## config.mk

```make
export PLATFORM = sky130hd
export DESIGN_NAME = count_dp
export DESIGN_NICKNAME = d
export VERILOG_FILES = /design/src/rtl/count_pkg.sv /design/src/rtl/count_operand_buf.sv /design/src/rtl/count_dp.sv
export SDC_FILE = /design/constraint.sdc
export NUM_CORES = 1
export LEC_CHECK = 0
export ABC_CLOCK_PERIOD_IN_PS = 1600
export BUFFER_PORTS_ARGS = -buffer_cell sky130_fd_sc_hd__clkbuf_2
export CORE_MARGIN = 2
export CORE_UTILIZATION = 52
export DETAILED_ROUTE_END_ITERATION = 8
export HOLD_SLACK_MARGIN = 0.12
export PLACE_DENSITY = 0.86
export SLEW_MARGIN = 25
export SYNTH_ARGS = -nofsm -noshare
export SYNTH_HDL_FRONTEND = slang
export SYNTH_SLANG_ARGS = --single-unit
```

## constraint.sdc

```tcl
create_clock -name clk -period 1.6 [get_ports clk]
set_input_delay 0 -clock clk [delete_from_list [all_inputs] [get_ports clk]]
set_output_delay 0 -clock clk [all_outputs]
set_load 0.005 [all_outputs]
```

## src/rtl/count_pkg.sv

```systemverilog
// ----------------------------------------------------------------------------
// count_pkg
//   Shared definitions for the set-bit counter pair (count_ctrl / count_dp).
//   Holds the controller state encoding that both blocks decode, so neither
//   block carries a private copy of it.
// ----------------------------------------------------------------------------
package count_pkg;

    // Controller sequencing: IDLE -> COUNT -> CHECK -> (COUNT | DONE) -> IDLE.
    typedef enum logic [1:0] {
        IDLE  = 2'b00,
        COUNT = 2'b01,
        CHECK = 2'b10,
        DONE  = 2'b11
    } cnt_state_e;

endpackage : count_pkg

```

## src/rtl/count_operand_buf.sv

```systemverilog
// ----------------------------------------------------------------------------
// count_operand_buf
//   One-entry operand buffer on a valid/ready input handshake.
//   Ports:
//     clk, rst              clock, asynchronous active-high reset
//     in_valid / in_data    offered operand
//     in_ready              operand is accepted this cycle
//     pop                   consumer takes the held operand this cycle
//     pend_valid/pend_data  held operand
//   A pop frees the slot in the same cycle, so a new operand can be accepted
//   while the held one is being taken (full throughput with one entry).
// ----------------------------------------------------------------------------
module count_operand_buf #(
    parameter int W = 8
) (
    input  logic         clk,
    input  logic         rst,
    input  logic         in_valid,
    input  logic [W-1:0] in_data,
    output logic         in_ready,
    input  logic         pop,
    output logic         pend_valid,
    output logic [W-1:0] pend_data
);

    logic         pend_valid_q, pend_valid_d;
    logic [W-1:0] pend_data_q,  pend_data_d;

    assign in_ready   = !pend_valid_q || pop;
    assign pend_valid = pend_valid_q;
    assign pend_data  = pend_data_q;

    always_comb begin
        // NOTE: every output of this block gets a default first, so no path
        // leaves a signal unassigned and no latch is inferred.
        pend_valid_d = pend_valid_q;
        pend_data_d  = pend_data_q;
        if (pop) begin
            pend_valid_d = 1'b0;
        end
        // Accept after pop: a refill in the pop cycle keeps the slot full.
        if (in_valid && in_ready) begin
            pend_valid_d = 1'b1;
            pend_data_d  = in_data;
        end
    end

    // NOTE: state registers use non-blocking assignments only, so every flop
    // samples its _d value from before the edge regardless of process order.
    always_ff @(posedge clk or posedge rst) begin
        if (rst) begin
            pend_valid_q <= 1'b0;
            pend_data_q  <= '0;
        end else begin
            pend_valid_q <= pend_valid_d;
            pend_data_q  <= pend_data_d;
        end
    end

endmodule : count_operand_buf

```

## src/rtl/count_dp.sv

```systemverilog
// ----------------------------------------------------------------------------
// count_dp
//   Datapath of the set-bit counter. Buffers one operand, runs the
//   clear-lowest-set-bit loop (a <= a & (a-1)) as sequenced by count_ctrl, and
//   holds the popcount on a valid/ready result handshake.
//   Ports:
//     clk, rst               clock, asynchronous active-high reset
//     in_valid/in_data/in_ready     operand handshake
//     res_valid/res_data/res_ready  result handshake
//     state                  controller state (cnt_state_e)
//     start                  launch request to the controller
//     d                      working register nonzero (sampled in CHECK)
//     busy                   controller active or an operand is pending
// ----------------------------------------------------------------------------
module count_dp
    import count_pkg::*;
#(
    parameter  int W  = 8,
    localparam int CW = $clog2(W + 1)
) (
    input  logic          clk,
    input  logic          rst,
    input  logic          in_valid,
    input  logic [W-1:0]  in_data,
    output logic          in_ready,
    output logic          res_valid,
    output logic [CW-1:0] res_data,
    input  logic          res_ready,
    input  cnt_state_e    state,
    output logic          start,
    output logic          d,
    output logic          busy
);

    logic          pend_valid;
    logic [W-1:0]  pend_data;
    logic          launch;

    logic [W-1:0]  a_q,         a_d;
    logic [CW-1:0] cnt_q,       cnt_d;
    logic          res_valid_q, res_valid_d;
    logic [CW-1:0] res_data_q,  res_data_d;

    count_operand_buf #(
        .W (W)
    ) u_operand_buf (
        .clk        (clk),
        .rst        (rst),
        .in_valid   (in_valid),
        .in_data    (in_data),
        .in_ready   (in_ready),
        .pop        (launch),
        .pend_valid (pend_valid),
        .pend_data  (pend_data)
    );

    // Launch only when the result slot will be free by the time DONE writes
    // it; this is what lets DONE load res_* unconditionally.
    assign start  = (state == IDLE) && pend_valid && (!res_valid_q || res_ready);
    assign launch = start;

    assign d         = (a_q != '0);
    assign busy      = (state != IDLE) || pend_valid;
    assign res_valid = res_valid_q;
    assign res_data  = res_data_q;

    // Working operand and running count.
    always_comb begin
        a_d   = a_q;
        cnt_d = cnt_q;
        if (launch) begin
            a_d   = pend_data;
            cnt_d = '0;
        end else if ((state == COUNT) && (a_q != '0)) begin
            // Clears exactly one set bit per COUNT visit; cnt tops out at W.
            a_d   = a_q & (a_q - W'(1));
            cnt_d = cnt_q + CW'(1);
        end
    end

    // Result register: a DONE load takes priority over a same-cycle read.
    always_comb begin
        res_valid_d = res_valid_q;
        res_data_d  = res_data_q;
        if (res_valid_q && res_ready) begin
            res_valid_d = 1'b0;
        end
        if (state == DONE) begin
            res_valid_d = 1'b1;
            res_data_d  = cnt_q;
        end
    end

    always_ff @(posedge clk or posedge rst) begin
        if (rst) begin
            a_q         <= '0;
            cnt_q       <= '0;
            res_valid_q <= 1'b0;
            res_data_q  <= '0;
        end else begin
            a_q         <= a_d;
            cnt_q       <= cnt_d;
            res_valid_q <= res_valid_d;
            res_data_q  <= res_data_d;
        end
    end

endmodule : count_dp

```

== Yosys cells after proc, flatten, opt, wreduce, memory -nomap -nowiden ==
Cells that the tools add are included.
W data, S select, Z words.

* Word-level logic and storage cells: 35
* Output and inout bits: 9
* Bits of input ports: 14
* Flip-flop bits (word level): 26

* Eq/ne operators: 2
* Mux-type cells: 8
* Reduce and logical (&&, ||, !) cells: 16
* Bitwise operators: 1
* $add $sub $neg: 2

{| class="wikitable"
|+ Operator list
! cell !! count
|-
| $mux W8 || 2
|-
| $and A8 B8 Y8 || 1
|-
| $mux W4 || 2
|-
| $reduce_bool A2 Y1 || 4
|-
| $reduce_bool A8 Y1 || 1
|-
| $sub A8 B1 Y8 const B || 1
|-
| $logic_and A1 B1 Y1 || 5
|-
| $add A4 B1 Y4 const B || 1
|-
| $mux W1 || 4
|-
| $logic_or A1 B1 Y1 || 3
|-
| $eq A2 B1 Y1 const B || 1
|-
| $eq A2 B2 Y1 const B || 1
|-
| $logic_not A1 Y1 || 2
|-
| $logic_not A2 Y1 || 1
|}

== Longest topological paths before layout ==
* Depth after elaboration: 6
* Mapped depth: 6
* Depth with buffers taken out: 5

== By module ==
Synthesis repeated with hierarchy kept, for this count alone.

* Cell total of the unflattened synthesis: 101
* Area total of the unflattened synthesis: 1256.2 µm²

{| class="wikitable"
|+ Modules (own cells, without submodules)
! module !! cells an instance !! instances !! area an instance (µm²) !! seq. area each (µm²)
|-
| count_dp || 80 || 1 || 867.1 || 425.4
|-
| count_operand_buf || 21 || 1 || 389.1 || 225.2
|}

== Worst setup path after synthesis ==
OpenSTA, ideal clock, no wires.

* Path kind: register -> register
* From: register a_q[2]
* To: register a_q[6]
* Required time: 1475 ps
* Buffers on the path: 0
* Path slack: 339 ps
* Cell stages (with the launch flop): 5
* Setup time: 125 ps
* Arrival time: 1136 ps
* Cells stage by stage: dfrtp_1 nor4_4 nand2b_2 o311ai_2 nand2_1

* Word-level cells in the longest chain between the ends: 4
* Elaborated cells between the ends (all ways): 7
* Classes of those cells: 1 x add/sub; 2 x mux; 1 x bitwise; 3 x reduce/logical

{| class="wikitable"
|+ Ends and longest elaborated chain
! element !! line !! text
|-
| from (decl) || count_dp.sv:39 || <nowiki>logic [W-1:0] a_q, a_d;</nowiki>
|-
| from (signal assigned) || count_dp.sv:96 || <nowiki>a_q <= '0;</nowiki>
|-
| from (signal assigned) || count_dp.sv:101 || <nowiki>a_q <= a_d;</nowiki>
|-
| $sub A8 B1 Y8 || count_dp.sv:76 || <nowiki>a_d = a_q & (a_q - W'(1));</nowiki>
|-
| $and A8 B8 Y8 || count_dp.sv:76 ||
|-
| $mux W8 || count_dp.sv:74 || <nowiki>end else if ((state == COUNT) && (a_q != '0)) begin</nowiki>
|-
| $mux W8 || count_dp.sv:71 || <nowiki>if (launch) begin</nowiki>
|}

Parallel ways exist; a longest one is shown, timed or not. The select of a mux whose other input is x is not followed.
A chain may end at the register's enable or synchronous reset.

== Worst setup path after layout ==
* From: register res_valid_q (netlist: res_valid)
* To: output port start

* Word-level cells in the longest chain between the ends: 3

{| class="wikitable"
|+ Ends and longest elaborated chain
! element !! line !! text
|-
| from (decl) || count_dp.sv:41 || <nowiki>logic res_valid_q, res_valid_d;</nowiki>
|-
| from (signal assigned) || count_dp.sv:103 || <nowiki>res_valid_q <= res_valid_d;</nowiki>
|-
| $logic_not A1 Y1 || count_dp.sv:59 || <nowiki>assign start = (state == IDLE) && pend_valid && (!res_valid_q || res_ready);</nowiki>
|-
| $logic_or A1 B1 Y1 || count_dp.sv:59 ||
|-
| $logic_and A1 B1 Y1 || count_dp.sv:59 ||
|-
| to (decl) || count_dp.sv:30 || <nowiki>output logic start,</nowiki>
|}

Every way passes these cells.

==> parameters.txt <==
Parameter                              Value

Status
  Run status ... completed

Pwr
  Leakage power of the design ... 0.0006831 µW
  Power per unit of standard cell area ... 1174 nW/µm²
  Post-layout power ... around 1700 µW
  IR Drop Worst-Case VDD ... 0.6825 mV

Drt
  DRC violations left ... 0
  DR pass1 iterations ... 4
  Wire per inst ... 13.15 µm
  Vias after detailed routing ... 801
  Vias per std cell ... 5.135
  Final wirelength ... 2051 µm
  ANT nets after route ... 0
  First DRT Iteration DRCs ... 3

Timing
  Least setup slack across all paths after layout ... 188.2 ps
  Minimum clock period after layout ... 1412 ps
  Endpoints failing setup ... 0
  Slew Viols, Final ... 0
  Number of endpoints with negative hold slack in the final report ... 0
  Peak Freq ... 708.3 MHz
  Fin Clk Skew ... 1.314 ps
  Setup repair after global routing missed its margin ... no
  Setup TNS after final layout ... 0 ps
  Worst max-slew margin expressed relative to the limit ... 78.65%
  Worst-Margin Slew ... 320.2 ps
  Final worst-path cycle share ... between 80% and 90%

Yosys
  Avg Synthesized Cell Area ... ~12 µm²
  Syn_nets ... 107
  Cell types with the largest area share after synthesis ... dfrtp_1 57%, mux2_2 12%, nand2_1 6.6%, o21ai_0 2.2%, nor4_4 1.9%
  Cell type with the largest total area after synthesis ... dfrtp_1
  Share of async-settable or async-resettable flops after synthesis ... 100.0%
  Warnings from Yosys ... 0
  Number of enable-type register cells in the synthesized netlist ... 0
  Count of distinct cell types in the synthesized netlist ... 27
  Yosys reg bits ... 26
  Synth Cell Area ... 1134 µm²
  Seq/Total Area, Yosys ... 57.40%
  Area share of the leading cell type in the synthesized netlist ... 57.40%
  Number of cells produced by synthesis ... 92
  Main flop type after synthesis ... dfrtp_1
  Top cells by count, synth ... 26 x dfrtp_1, 20 x nand2_1, 12 x mux2_2
  Most frequent cell after synthesis ... dfrtp_1

Critical path
  Data arrival time of the critical path ... 1410 ps
  Standard cell with the maximum stage delay on the critical path ... dfrtp_1
  Startpoint type of the worst setup path ... flop
  Type of the worst setup path ... reg2out
  Slowest cell delay on critical path ... 400 ps
  Type of element capturing the critical path ... output pin
  Critical path data required time ... 1600 ps
  Chain of cells forming the critical path ... nand2b_1, nand3_2, inv_4, clkbuf_2
  Critical Path Fanout Max ... 15

Die
  Number of ports placed on the die boundary ... 23
  Total Die Area ... 2569 µm²
  Initial core utilization ... about 57%
  Floorplan die width ... 50.69 µm
  Vertical die dimension ... 50.69 µm
  CORE AREA ... around 2000 µm²
  Row Count ... 16

Final layout
  Share of the core filled with cells in the final layout ... 71.13%
  Count of nets after finishing ... 146
  Fill count ... 154
  Fraction of final layout cells sized beyond drive strength 1 ... between 30% and 40%
  Post-Layout Cell Count ... 156
  Area overhead of the layout relative to synthesis ... 25.61%
  Number of antenna repair diodes ... 0
  Register area ... roughly 650 µm²
  Total area of multi-input combinational cells ... 469.2 µm²

CTS
  CTS HTree Levels ... 1
  Clock input transition at the sequential cells of the worst setup and hold paths ... approximately 120 ps
  CTS Root Buffer Type ... clkbuf_4
  CTS tree ... done
  Post-CTS setup buffers ... 0
  CTS sink count ... 26
  Clock Latency Late Sink ... 310 ps
  Clock buffer count from CTS ... 3
  Number of buffers on the longest clock path ... 2

Placement
  HPWL after detailed placement ... between 1000 and 1500 µm
  Place WS ... 202.7 ps
  Count of placed standard cells including taps ... 141
  Number of buffer cells added on primary ports ... 22
  Placer Congestion ... roughly 0.72

Run
  Maximum capacitance violations ... 0

Global routing
  Antenna violations before repair ... 0
  Maximum number of pins on one net before global-route repair ... 27
  Residual overflow from global routing ... 0
  Global-route wire length before repair ... 3622 µm
  Number of global-route vias before repair ... 816
  Total global routing track utilization ... 20.03%

Worst hold path
  Kind of path behind the tightest hold check ... in2reg
[metal layers]
layer | global-route usage, % | routed length, µm | up-vias
met5 | 0 | 0 | -
met1 | 21.88 | 828 | 384
met3 | 3.869 | 74 | 4
met2 | 35.09 | 1121 | 19
met4 | 13.06 | 27 | 0
li1 | - | - | 394
[registers in the layout, summed over array words and instances, names as in the netlist]
register / flops
a_q: 8
cnt_q: 4
res_data: 4
res_valid: 1
u_operand_buf.pend_data: 8
u_operand_buf.pend_valid: 1
[kinds of logic after synthesis]
logic type | after synthesis | synth area share (%)
XOR/XNOR | 1 | 0.7728
adder cells (fa/ha/maj) | 1 | 1.104
flip-flops | 26 | 57.39
AO/OA/AOI/OAI | 14 | 9.714
buffers and inverters | 3 | 1.655
AND/OR/NAND/NOR | 33 | 15.67
multiplexers | 14 | 13.69
[power by group]
group / switching [µW] / internal [µW]
Combinational: 180 / 242
Clock: 174 / 88.1
Sequential: 156 / 832
[final cells by class]
type	instances	area share, %
inverters	2	0.7030
flip-flops and latches	26	45.69
repair buffers	35	16.70
clock buffers	3	1.582
well taps	27	2.373
multi-input cells	63	32.95
[worst paths after layout]
kind / cells past startpoint / to / slack, ps / startpoint
setup / recovery: 4 / start / 190 / res_valid$_DFFE_PP0P_
hold / removal: 4 / a_q[0]$_DFFE_PP0P_ / 170 / state[0]
setup reg to reg: 4 / cnt_q[3]$_DFFE_PP0P_ / 190 / a_q[4]$_DFFE_PP0P_
hold reg to reg: 2 / a_q[5]$_DFFE_PP0P_ / 470 / u_operand_buf.pend_data[5]$_DFFE_PP0P_
max in group asynchronous: 4 / u_operand_buf.pend_data[2]$_DFFE_PP0P_ / 1100 / rst
min in group asynchronous: 4 / cnt_q[3]$_DFFE_PP0P_ / 260 / rst
[metrics by stage]
step                area (µm²)  hold WS [ps]
detailed placement        1274         59.57
global route              1424         194.4
CTS                       1416         159.7
floorplan                 1134         40.02
finish                    1424         167.2
global placement          1274         43.01
[timing repair]
action | 4_1_cts | 5_1_grt
endpoints found under the hold margin | 36 | 0
setup endpoints to repair | 0 | 1
hold buffers | 12 | 0
gates resized for setup | 0 | 2
[worst max-delay path: cells and delay by family, from the launching register on]
family / cells / cell delay (ps)
buffers and inverters: 2 / 330
DFF: 1 / 400
and+or+nand+nor: 2 / 370
[cells in the final DEF, fill, tap and decap left out]
cell type       n
nor2_1          2
dfrtp_1        26
nand2b_2        1
o211ai_1        1
inv_4           1
nand3_1         1
buf_4           1
o41ai_1         1
nand2_4         1
xnor2_1         1
or3_1           1
inv_1           1
nor4_4          1
nand3_2         1
o41ai_2         1
ha_1            1
o21ai_1         2
nor4_2          1
nand2b_1        3
a21oi_2         1
nand4_1         1
o21ai_0         5
mux2i_1         2
mux2_2         12
clkbuf_2       22
o31ai_1         1
dlygate4sd3_1  12
nand2_1        20
o311ai_2        1
clkbuf_4        3
a21bo_2         1
Note: power is estimated with default switching activity, not from simulation.
